**config.mk**
```make
export PLATFORM = sky130hd
export DESIGN_NAME = ps2_key_ctrl
export DESIGN_NICKNAME = d
export VERILOG_FILES = /design/src/rtl/ps2_key_ctrl.sv
export SDC_FILE = /design/constraint.sdc
export NUM_CORES = 1
export LEC_CHECK = 0
export BUFFER_PORTS_ARGS = -buffer_cell sky130_fd_sc_hd__buf_2
export CORE_MARGIN = 5
export CORE_UTILIZATION = 50
export CTS_CLUSTER_SIZE = 10
export DETAILED_ROUTE_END_ITERATION = 6
export PLACE_DENSITY = 0.77
export SLEW_MARGIN = 0
export SYNTH_ARGS = -nofsm -noshare
export SYNTH_HDL_FRONTEND = slang
export SYNTH_SLANG_ARGS = --single-unit
export TNS_END_PERCENT = 50
```
**constraint.sdc**
```tcl
create_clock -name clk -period 1.83 [get_ports clk]
set_input_delay 0.0915 -clock clk [delete_from_list [all_inputs] [get_ports clk]]
set_output_delay 0.0915 -clock clk [all_outputs]
set_load 0.1 [all_outputs]
```
**src/rtl/ps2_key_ctrl.sv**
```systemverilog
// PS/2 keyboard scancode decoder: pops bytes from a receiver FIFO, folds
// E0/F0 prefixes into make/break/repeat events and tracks the held key.
module ps2_key_ctrl #(
  parameter int unsigned POP_GAP = 2
) (
  input  logic       clk,
  input  logic       clrn,
  input  logic [7:0] kb_data,
  input  logic       kb_ready,
  input  logic       kb_overflow,
  output logic       kb_nextdata_n,
  output logic [7:0] key_code,
  output logic       key_ext,
  output logic       key_break,
  output logic       key_repeat,
  output logic       key_valid,
  output logic       key_pressed,
  output logic [7:0] press_count,
  output logic       ovf_sticky,
  input  logic       ovf_clr
);

  localparam int unsigned CODE_W = 8;
  localparam int unsigned GAP_W  = 4;
  localparam int unsigned KEY_W  = CODE_W + 1;

  localparam logic [CODE_W-1:0] BYTE_EXT = 8'hE0;
  localparam logic [CODE_W-1:0] BYTE_BRK = 8'hF0;
  localparam logic [CODE_W-1:0] BYTE_NUL = 8'h00;
  localparam logic [CODE_W-1:0] BYTE_ERR = 8'hFF;

  typedef enum logic [1:0] {
    ST_IDLE = 2'd0,
    ST_POP  = 2'd1,
    ST_GAP  = 2'd2
  } state_e;

  state_e              state_q,    state_d;
  logic [GAP_W-1:0]    gap_cnt_q,  gap_cnt_d;
  logic [CODE_W-1:0]   byte_q,     byte_d;
  logic                ext_pend_q, ext_pend_d;
  logic                brk_pend_q, brk_pend_d;
  logic [KEY_W-1:0]    held_q,     held_d;
  logic                pressed_q,  pressed_d;
  logic [CODE_W-1:0]   code_q,     code_d;
  logic                ext_q,      ext_d;
  logic                brk_q,      brk_d;
  logic                rpt_q,      rpt_d;
  logic                valid_q,    valid_d;
  logic                popn_q,     popn_d;
  logic [CODE_W-1:0]   count_q,    count_d;
  logic                ovf_q,      ovf_d;
  logic                key_hit;

  // Next-state, decode and output logic; every _d defaults to hold.
  always_comb begin
    state_d    = state_q;
    gap_cnt_d  = gap_cnt_q;
    byte_d     = byte_q;
    ext_pend_d = ext_pend_q;
    brk_pend_d = brk_pend_q;
    held_d     = held_q;
    pressed_d  = pressed_q;
    code_d     = code_q;
    ext_d      = ext_q;
    brk_d      = brk_q;
    rpt_d      = rpt_q;
    count_d    = count_q;
    valid_d    = 1'b0;
    popn_d     = 1'b1;
    key_hit    = pressed_q && (held_q == {ext_pend_q, byte_q});

    unique case (state_q)
      ST_IDLE: begin
        if (kb_ready) begin
          byte_d  = kb_data;
          popn_d  = 1'b0;
          state_d = ST_POP;
        end
      end

      ST_POP: begin
        state_d   = ST_GAP;
        gap_cnt_d = '0;
        if (byte_q == BYTE_EXT) begin
          ext_pend_d = 1'b1;
        end else if (byte_q == BYTE_BRK) begin
          brk_pend_d = 1'b1;
        end else if (byte_q == BYTE_NUL || byte_q == BYTE_ERR) begin
          ext_pend_d = 1'b0;
          brk_pend_d = 1'b0;
        end else begin
          valid_d    = 1'b1;
          code_d     = byte_q;
          ext_d      = ext_pend_q;
          brk_d      = brk_pend_q;
          ext_pend_d = 1'b0;
          brk_pend_d = 1'b0;
          if (brk_pend_q) begin
            rpt_d = 1'b0;
            if (key_hit) begin
              pressed_d = 1'b0;
            end
          end else if (key_hit) begin
            rpt_d = 1'b1;
          end else begin
            held_d    = {ext_pend_q, byte_q};
            pressed_d = 1'b1;
            rpt_d     = 1'b0;
            count_d   = count_q + CODE_W'(1);
          end
        end
      end

      ST_GAP: begin
        if (gap_cnt_q == GAP_W'(POP_GAP - 1)) begin
          state_d = ST_IDLE;
        end else begin
          gap_cnt_d = gap_cnt_q + GAP_W'(1);
        end
      end

      default: state_d = ST_IDLE;
    endcase

    // Overflow set wins over a simultaneous clear.
    if (kb_overflow) begin
      ovf_d = 1'b1;
    end else if (ovf_clr) begin
      ovf_d = 1'b0;
    end else begin
      ovf_d = ovf_q;
    end
  end

  // State register; reset aborts any pop/gap sequence in flight.
  always_ff @(posedge clk or posedge clrn) begin
    if (clrn) begin
      state_q    <= ST_IDLE;
      gap_cnt_q  <= '0;
      byte_q     <= '0;
      ext_pend_q <= 1'b0;
      brk_pend_q <= 1'b0;
      held_q     <= '0;
      pressed_q  <= 1'b0;
      code_q     <= '0;
      ext_q      <= 1'b0;
      brk_q      <= 1'b0;
      rpt_q      <= 1'b0;
      valid_q    <= 1'b0;
      popn_q     <= 1'b1;
      count_q    <= '0;
      ovf_q      <= 1'b0;
    end else begin
      state_q    <= state_d;
      gap_cnt_q  <= gap_cnt_d;
      byte_q     <= byte_d;
      ext_pend_q <= ext_pend_d;
      brk_pend_q <= brk_pend_d;
      held_q     <= held_d;
      pressed_q  <= pressed_d;
      code_q     <= code_d;
      ext_q      <= ext_d;
      brk_q      <= brk_d;
      rpt_q      <= rpt_d;
      valid_q    <= valid_d;
      popn_q     <= popn_d;
      count_q    <= count_d;
      ovf_q      <= ovf_d;
    end
  end

  assign kb_nextdata_n = popn_q;
  assign key_code      = code_q;
  assign key_ext       = ext_q;
  assign key_break     = brk_q;
  assign key_repeat    = rpt_q;
  assign key_valid     = valid_q;
  assign key_pressed   = pressed_q;
  assign press_count   = count_q;
  assign ovf_sticky    = ovf_q;

endmodule

```
# [Yosys cells after proc, flatten, opt, wreduce, memory -nomap -nowiden]
# Index checks and enable logic that the tools add are counted.
[op_classes] n_bitwise=5 n_reduce_logical=14 add_sub_neg=2 muxes=21 n_eq_ne=13
[op_table] op="$eq A8 B8 Y1 const B" n=3
[op_table] op="$mux W1" n=16
[op_table] op="$reduce_and A6 Y1" n=2
[op_table] op="$ne A2 B2 Y1 const B" n=5
[op_table] op="$reduce_and A2 Y1" n=5
[op_table] op="$eq A9 B9 Y1" n=1
[op_table] op="$add A8 B1 Y8 const B" n=1
[op_table] op="$logic_not A8 Y1" n=1
[op_table] op="$pmux W4 S2" n=1
[op_table] op="$pmux W2 S3" n=1
[op_table] op="$not A1 Y1" n=5
[op_table] op="$add A4 B1 Y4 const B" n=1
[op_table] op="$eq A4 B1 Y1 const B" n=1
[op_table] op="$mux W2" n=2
[op_table] op="$mux W4" n=1
[op_table] op="$reduce_and A4 Y1" n=1
[op_table] op="$reduce_bool A2 Y1" n=2
[op_table] op="$eq A2 B1 Y1 const B" n=1
[op_table] op="$eq A2 B2 Y1 const B" n=1
[op_table] op="$logic_not A2 Y1" n=1
[op_table] op="$ne A2 B1 Y1 const B" n=1
[op_table] op="$logic_and A1 B1 Y1" n=1
[op_table] op="$logic_or A1 B1 Y1" n=1
[word_totals] output_inout_bits=23 inputBits=13 word_cells=70 regBits=48

# [Longest topological paths before layout]
# Gate-level depths: netlist of the first run.
[depth] word_depth=6 ltp_mapped=9 ltp_nobuf=8

# [Worst setup path after synthesis of the first run]
# No wires, ideal clock.
[synth_path] kind="flip-flop to flip-flop" start="reg pressed_q (netlist: key_pressed)" end="reg count_q[5] (netlist: press_count[5])" stages_incl_launch_ff=8 t_required_ps=1672 path_slack_ps=-507 arrival_time_ps=2179 cell_sequence="dfrtp_1 > nand2_1 > or3_1 > ha_1 > and4_1 > and3_1 > o211ai_1 > xnor2_1"
[synth_via] elab_chain_cells=3
[synth_rtl] item="start, declared" line_no="44" source="logic pressed_q, pressed_d;"
[synth_rtl] item="start signal, assigned" line_no="161" source="pressed_q <= pressed_d;"
[synth_rtl] item="$logic_and A1 B1 Y1" line_no="71" source="key_hit = pressed_q && (held_q == {ext_pend_q, byte_q});"
[synth_rtl] item="$not A1 Y1 (no source line)"
[synth_rtl] item="$reduce_and A6 Y1 (no source line)"
[synth_rtl] item="end signal, assigned" line_no="168" source="count_q <= count_d;"
[synth_rtl] item="end, declared" line_no="51" source="logic [CODE_W-1:0] count_q, count_d;"
# No other way between the ends.
# A chain may end at the register's enable or synchronous reset.

# [Final worst setup path of the first run]
[layout_path] start="reg held_q[6]" end="reg held_q[4]"
[layout_via] elab_chain_cells=4
[layout_rtl] item="start, declared" line_no="43" source="logic [KEY_W-1:0] held_q, held_d;"
[layout_rtl] item="start signal, assigned" line_no="160" source="held_q <= held_d;"
[layout_rtl] item="$eq A9 B9 Y1" line_no="71"
[layout_rtl] item="$logic_and A1 B1 Y1" line_no="71"
[layout_rtl] item="$not A1 Y1 (no source line)"
[layout_rtl] item="$reduce_and A6 Y1 (no source line)"
# No other way between the ends.

==> results of run 1 <==
[logic make-up after synthesis]
| family | share of synthesized area [%] |
|---|---|
| flops | 54.1 |
| mux | 18.2 |
| simple gates | 7.49 |
| compound gates | 7.49 |
| xor+xnor | 6.31 |
| buf+inv | 3.55 |
| fa+ha+maj | 2.82 |
[timing repair]
item	in CTS	in global routing
resized for setup	17	9
endpoints found under the setup margin	28	29
pin swaps	15	9
setup buffers	3	3
hold buffers	2	0
endpoints found under the hold margin	22	0
[how the worst max path moves through the flow]
stage | startpoint | to | cells after the start
2_1_floorplan | byte_q[4] | press_count[5] | 9
3_3_place_gp | held_q[0] | held_q[0] | 7
3_5_place_dp | byte_q[1] | held_q[7] | 7
4_1_cts | byte_q[6] | held_q[3] | 7
5_1_grt | held_q[6] | held_q[4] | 7
6_report | held_q[6] | held_q[4] | 7
[layout make-up]
| type | instances | area, sq um | share of cell area [%] |
|---|---|---|---|
| Sequential cell | 48 | 1210 | 41.1 |
| Multi-Input combinational cell | 100 | 1070 | 36.5 |
| Timing Repair Buffer | 70 | 474 | 16.1 |
| Clock buffer | 7 | 76.3 | 2.60 |
| Tap cell | 52 | 65.1 | 2.21 |
| Inverter | 10 | 37.5 | 1.28 |
| Clock inverter | 1 | 5.00 | 0.170 |
[metrics by stage]
step | area (sq um) | TNS, ns | cells | worst slack, ns | util (%)
2_1_floorplan | 2240 | -1.16 | 163 | -0.127 | -
3_3_place_gp | 2650 | -2.71 | 272 | -0.245 | 61.3
3_5_place_dp | 2650 | -3.71 | 272 | -0.301 | 61.3
4_1_cts | 2870 | -1.90 | 285 | -0.171 | 66.3
5_1_grt | 2940 | -4.65 | 288 | -0.300 | 68.0
6_report | 2940 | -2.86 | 288 | -0.225 | 68.0
[cell usage in the layout, fill, tap and decap left out, types with 5 or more instances in the layout]
cell type / count
dfrtp_1: 45
buf_2: 35
buf_4: 27
mux2_4: 20
xnor2_1: 13
mux2_2: 10
inv_1: 9
clkbuf_8: 5
buf_6: 5
[sequential cells by signal (all words and copies together) (netlist names), 2 cells and up]
signal	flops
key_code	8
press_count	8
gap_cnt_q	4
held_q	9
byte_q	8
state_q	2
[metal layers]
metal  vias to the layer above  global-route usage [%]  share of wire (%)
met5                         -                       0                  0
met4                         0                    6.64                1.2
met3                         6                    6.32                4.5
met2                        32                    26.7                 49
met1                       751                    21.6                 45
li1                        717                       -                  -
[critical path: stages (launching register included)]
cell and delay (ns):
dfrtp_1 0.40, xnor2_1 0.20, nand4_1 0.11, or3_4 0.42, ha_4 0.19, o211ai_4 0.15, buf_4 0.18, mux2_4 0.29
==> flow_summary.yaml, run 1 <==
sta:
  hold_viol: 0
  layout_min_cycle_time_ns: 2.05
  hold_slack_ns: 0.0207
  rsz0062_at_grt: "yes"
  finalCritPeriodShare_pct: 112
  skew_ns: 0.00672
  setup-violations-final: 17
  timing.fmax_mhz: 487
  worst_slew_pin_slew_ns: 0.519
  fin_ws_ns: -0.225
  maxSlewHeadroom_pct: 65.3
  slew_violations: 0
synth:
  syn-instance-count: 163
  yosysUniqueCellTypes: 34
  synth_edf_count: 0
  yosys_warnings: 0
  yosysTopAreaCell: "dfrtp_1"
  synthesis.nets: 181
  synth-seq-cells: 48
  synth_area_leaders: "dfrtp_1 (53%), mux2_4 (12%), xnor2_1 (6.3%), mux2_2 (6.1%), ha_1 (2.8%)"
  synth_top_area_share_pct: 52.9
  ys_seq_area_share_pct: 54.1
  synth_common_cells: "dfrtp_1 (47), mux2_4 (18), xnor2_1 (16)"
  syn_area_per_cell_sq_um: 13.6
  ys_dominant_reg_cell: "dfrtp_1"
  yosysMostFrequentCell: "dfrtp_1"
  syn_area_sq_um: 2220
  synthArstFlopShare_pct: 100
worst_hold_path:
  hp-class: "in -> reg"
  min_to: "byte_q[7]"
  holdPathStages: 2
  worstHoldStart: "kb_data[7]"
clock_tree:
  htree_levels: 2
  cts_root_buf: "clkbuf_8"
  cts.sinks: 48
  cts_tree: "built"
  numCtsBuffers: 5
  clock_latency_ns: 0.30
  cts_max_path_buffers: 2
  clk_pin_slew_ns: 0.08
setup_path:
  worstPathMaxFanout: 6
  rrSetupSlack_ns: -0.22
  r2r_start: "held_q[6]"
  arrival_ns: 2.24
  crit_type: "reg -> reg"
  startpoint_type: "flip-flop"
  cp.required_ns: 2.01
  r2r-end: "held_q[4]"
  crit_path_end_kind: "flip-flop"
  worstRegToRegCells: 7
global_route:
  grt_overflow: 0
  grt_pass1_wl_microns: 8050
  antenna_found_initial: 0
  grtUsageTotal_pct: 17.1
  grt_max_degree: 25
  grt_pass1_vias: 1640
placement:
  port_buffers: 35
  hpwl_microns: 3230
  gp_congestion: 0.815
drt:
  routed_wl_microns: 4610
  vias_per_cell: 5.23
  drc: 0
  drt_iter0_drc: 56
  dr.pass1.iters: 4
  ant_nets: 0
  num_vias: 1506
  wire_per_inst_microns: 16.0
floorplan:
  core-area_sq_um: 4320
  fp.dieW_microns: 76.7
  row_count: 24
  die-area_sq_um: 5880
  die_h_microns: 76.7
  start_util_pct: 51.4
  io_pins: 36
layout:
  fillCellCount: 312
  num_antenna_cells: 0
  final_nets: 253
  syn_to_final_growth_pct: 32.3
  drive_gt1_share_pct: 54.2
flow_run:
  maxCapViolCount: 0
status:
  outcome: "finished with violations"
  violations: "setup timing"
Power of run 1 is not shown: default switching activity piles up to over one toggle a cycle in this logic, so the estimate is an artifact.
==> run 2, diff against run 1 <==
--- a/config.mk
+++ b/config.mk
@@ -11,6 +11,7 @@
 export CTS_CLUSTER_SIZE = 10
 export DETAILED_ROUTE_END_ITERATION = 6
 export PLACE_DENSITY = 0.77
+export RECOVER_POWER = 100
 export SLEW_MARGIN = 0
 export SYNTH_ARGS = -nofsm -noshare
 export SYNTH_HDL_FRONTEND = slang
==> run 2 against run 1 <==
  * The flow still finishes with violations (setup timing)
  * Cell count unchanged
  * Non-clock buffer count did not move
  * Maximum frequency about the same
  * Clock skew up 0.0015 ns
  * Core utilization is 0.20 points lower
  * First-iteration DRC count is 5.4% higher
  * Design area shrank 0.30%
  * Die area unchanged
  * Setup slack gained 0.0019 ns
  * Global-route usage unchanged
  * Critical path type unchanged
==> flow_summary.yaml, run 2 (same netlist as run 1, synthesis figures left out) <==
drt:
  routed_wl_microns: 4590
  ant_nets: 0
  wire_per_inst_microns: 16.0
  vias_per_cell: 5.22
  num_vias: 1503
  drt_iter0_drc: 59
  drc: 0
  dr.pass1.iters: 4
setup_path:
  r2r-end: "held_q[4]"
  r2r_start: "held_q[6]"
  rrSetupSlack_ns: -0.22
  arrival_ns: 2.24
  crit_type: "reg -> reg"
  worstPathMaxFanout: 6
  startpoint_type: "flip-flop"
  crit_path_end_kind: "flip-flop"
  cp.required_ns: 2.01
  worstRegToRegCells: 7
clock_tree:
  clock_latency_ns: 0.30
  numCtsBuffers: 5
  clk_pin_slew_ns: 0.08
  cts_max_path_buffers: 2
  htree_levels: 2
  cts_root_buf: "clkbuf_8"
  cts_tree: "built"
  cts.sinks: 48
layout:
  layout_common_cells: "dfrtp_1 (45), buf_4 (24), mux2_4 (20), buf_2 (20), clkbuf_2 (17)"
  syn_to_final_growth_pct: 31.9
  num_antenna_cells: 0
  regMostFlops: "held_q"
  drive_gt1_share_pct: 53.4
  largest_reg_flops: 9
  final_util_pct: 67.8
  seq_area_sq_um: 1210
  multi_input_area_sq_um: 1070
  final_nets: 253
  final_common_cell: "dfrtp_1"
  fillCellCount: 313
flow_run:
  maxCapViolCount: 0
global_route:
  grt_pass1_vias: 1640
  grt_overflow: 0
  grt_max_degree: 25
  grt_pass1_wl_microns: 8050
  antenna_found_initial: 0
  grtUsageTotal_pct: 17.1
sta:
  worst_slew_pin_slew_ns: 0.911
  hold_viol: 0
  slew_violations: 0
  hold_slack_ns: 0.0202
  maxSlewHeadroom_pct: 39.2
  finalCritPeriodShare_pct: 112
  skew_ns: 0.00822
  layout_min_cycle_time_ns: 2.05
  setup-violations-final: 16
  rsz0062_at_grt: "yes"
  fin_ws_ns: -0.223
  timing.fmax_mhz: 487
placement:
  gp_congestion: 0.815
  hpwl_microns: 3230
  port_buffers: 35
floorplan:
  fp.dieW_microns: 76.7
  io_pins: 36
  start_util_pct: 51.4
  core-area_sq_um: 4320
  die_h_microns: 76.7
  die-area_sq_um: 5880
  row_count: 24
worst_hold_path:
  holdPathStages: 2
  hp-class: "in -> reg"
  worstHoldStart: "kb_data[7]"
  min_to: "byte_q[7]"
status:
  violations: "setup timing"
  outcome: "finished with violations"
run 2: metrics by stage:
step	setup WS [ns]	TNS [ns]	std cells	cell area, sq um
final	-0.223	-2.82	288	2930
after global routing	-0.300	-4.65	288	2930
after CTS	-0.171	-1.90	285	2870
after detailed placement	-0.301	-3.71	272	2650
after global placement	-0.245	-2.71	272	2650
after floorplan	-0.127	-1.16	163	2240
run 2: per-layer routing:
metal / vias to the layer above / global-route usage (%) / routed length (microns)
met2: 34 / 26.7 / 2250
li1: 719 / - / -
met1: 746 / 21.6 / 2100
met3: 4 / 6.32 / 202
met5: - / 0 / 0
met4: 0 / 6.64 / 43
run 2: worst max-delay path, stage by stage, from the launching register on:
cell	delay, ns
dfrtp_1	0.40
xnor2_1	0.20
nand4_1	0.11
or3_4	0.42
ha_4	0.19
o211ai_4	0.15
buf_4	0.18
mux2_4	0.29
run 2: worst max path at each step:
stage              start             end  slack (ns)  cells after the start
6_report       held_q[6]       held_q[4]       -0.22                      7
5_1_grt        held_q[6]       held_q[4]       -0.30                      7
3_5_place_dp   byte_q[1]       held_q[7]       -0.30                      7
4_1_cts        byte_q[6]       held_q[3]       -0.17                      7
3_3_place_gp   held_q[0]       held_q[0]       -0.25                      7
2_1_floorplan  byte_q[4]  press_count[5]       -0.13                      9
run 2: cell type report:
class                   count  share of cell area [%]
multi-input cells         100                    36.6
clock inverters             1                   0.171
clock buffers               7                    2.60
well taps                  52                    2.22
inverters                  10                    1.28
flip-flops and latches     48                    41.2
repair buffers             70                    15.9
run 2: repair_timing:
item,in CTS,in global routing
buffers inserted,3,3
setup endpoints to repair,28,29
pin swaps,15,9
gates resized for setup,17,9
hold endpoints to repair,22,0
hold buffers,2,0
Power of run 2 is left out for the same reason.
==> run 3, diff against run 2 <==
--- a/config.mk
+++ b/config.mk
@@ -6,7 +6,7 @@
 export NUM_CORES = 1
 export LEC_CHECK = 0
 export BUFFER_PORTS_ARGS = -buffer_cell sky130_fd_sc_hd__buf_2
-export CORE_MARGIN = 5
+export CORE_MARGIN = 3
 export CORE_UTILIZATION = 50
 export CTS_CLUSTER_SIZE = 10
 export DETAILED_ROUTE_END_ITERATION = 6
==> run 3 against run 2 <==
  * The flow still finishes with violations (setup timing)
  * Global-route usage increased by 3.4 points
  * Maximum frequency rose by 3.2%
  * Via count decreased by 0.27%
  * Highest routed layer unchanged
  * Non-clock buffer count shrank 10
  * Largest cell class unchanged
  * Flip-flop and latch count unchanged
==> flow_summary.yaml, run 3 (same netlist as run 1, synthesis figures left out) <==
status:
  outcome: "finished with violations"
  violations: "setup timing"
layout:
  drive_gt1_share_pct: 49.6
  syn_to_final_growth_pct: 27.7
  final_common_cell: "dfrtp_1"
  layout_common_cells: "dfrtp_1 (45), clkbuf_2 (22), mux2_4 (20)"
  final_util_pct: 68.5
  fillCellCount: 316
  regMostFlops: "held_q"
  final_nets: 243
  largest_reg_flops: 9
  num_antenna_cells: 0
floorplan:
  io_pins: 36
  fp.dieW_microns: 72.7
  start_util_pct: 53.6
  die_h_microns: 72.7
  core-area_sq_um: 4140
  row_count: 23
  die-area_sq_um: 5280
placement:
  hpwl_microns: 3340
  gp_congestion: 0.808
  port_buffers: 35
  post-place-ws_ns: -0.290
drt:
  drc: 0
  ant_nets: 0
  vias_per_cell: 5.43
  drt_iter0_drc: 64
  dr.pass1.iters: 4
  routed_wl_microns: 4830
  wire_per_inst_microns: 17.5
  num_vias: 1499
setup_path:
  worstRegToRegCells: 7
  cp.required_ns: 2.01
  crit_type: "reg -> reg"
  rrSetupSlack_ns: -0.16
  startpoint_type: "flip-flop"
  worstPathMaxFanout: 4
  endpoint: "press_count[1]"
  r2r-end: "press_count[1]"
  crit_path_end_kind: "flip-flop"
  r2r_start: "byte_q[5]"
  arrival_ns: 2.17
  worstSetupStartpoint: "byte_q[5]"
clock_tree:
  cts.sinks: 48
  cts_max_path_buffers: 2
  htree_levels: 2
  cts_tree: "built"
  numCtsBuffers: 5
  clock_latency_ns: 0.29
  clk_pin_slew_ns: 0.09
  cts_root_buf: "clkbuf_8"
global_route:
  grt_pass1_wl_microns: 8320
  grt_pass1_vias: 1680
  grt_overflow: 0
  grt_max_degree: 27
  grtUsageTotal_pct: 20.5
  antenna_found_initial: 0
sta:
  timing.fmax_mhz: 503
  hold_viol: 0
  finalCritPeriodShare_pct: 109
  setup-violations-final: 26
  maxSlewHeadroom_pct: 22.6
  skew_ns: 0.00690
  slew_violations: 0
  hold_slack_ns: 0.0277
  rsz0062_at_grt: "yes"
  worst_slew_pin_slew_ns: 1.17
  layout_min_cycle_time_ns: 1.99
  fin_ws_ns: -0.160
worst_hold_path:
  hp-class: "in -> reg"
flow_run:
  maxCapViolCount: 0
run 3: cell types whose count changed in the layout (fill, tap and decap cells not counted), moves of 2 or more:
| cell | change |
|---|---|
| buf_2 | -7 |
| buf_4 | -6 |
| clkbuf_2 | +5 |
| buf_6 | -3 |
| and3_1 | +2 |
| and3_4 | -2 |
| clkbuf_8 | +2 |
run 3: per-stage QoR:
stage / setup TNS [ns] / instance area, sq um / instances
3_3_place_gp: -3.33 / 2620 / 265
2_1_floorplan: -1.16 / 2240 / 163
6_report: -2.81 / 2840 / 276
4_1_cts: -2.18 / 2850 / 276
3_5_place_dp: -5.93 / 2620 / 265
5_1_grt: -5.12 / 2840 / 276
run 3: what timing repair did:
item	in CTS	in global routing
endpoints found under the setup margin	29	29
hold endpoints to repair	23	0
hold buffers	2	0
pin swaps	13	2
buffers inserted	1	0
gates resized for setup	14	3
run 3: worst max-delay path: stages (launching register included):
cell	delay, ns
dfrtp_1	0.42
xnor2_2	0.18
nand4_1	0.11
or3_4	0.40
ha_4	0.19
o211ai_4	0.11
buf_4	0.18
mux2_4	0.29
run 3: cell type report:
class | instances | area [sq um] | share of cell area [%]
clock buffers | 7 | 96.3 | 3.40
well taps | 50 | 62.6 | 2.20
clock inverters | 1 | 30.0 | 1.06
multi-input cells | 100 | 1020 | 36.1
flip-flops and latches | 48 | 1210 | 42.5
repair buffers | 60 | 380 | 13.4
inverters | 10 | 37.5 | 1.32
run 3: how the worst min path moves through the flow:
stage | from | end | cells after the start
after floorplan | kb_overflow | ovf_sticky | 1
after global placement | clrn | key_valid | 2
after detailed placement | clrn | key_code[3] | 2
after CTS | kb_data[4] | byte_q[4] | 2
after global routing | kb_data[4] | byte_q[4] | 2
final | kb_data[4] | byte_q[4] | 2
run 3: per-layer routing:
| metal | global-route usage (%) | share of wire [%] | vias to the layer above |
|---|---|---|---|
| li1 | - | - | 697 |
| met1 | 26.9 | 43 | 765 |
| met2 | 35.0 | 53 | 30 |
| met3 | 4.13 | 3.2 | 7 |
| met4 | 5.12 | 1.1 | 0 |
| met5 | 0 | 0 | - |
Power of run 3 is left out for the same reason.
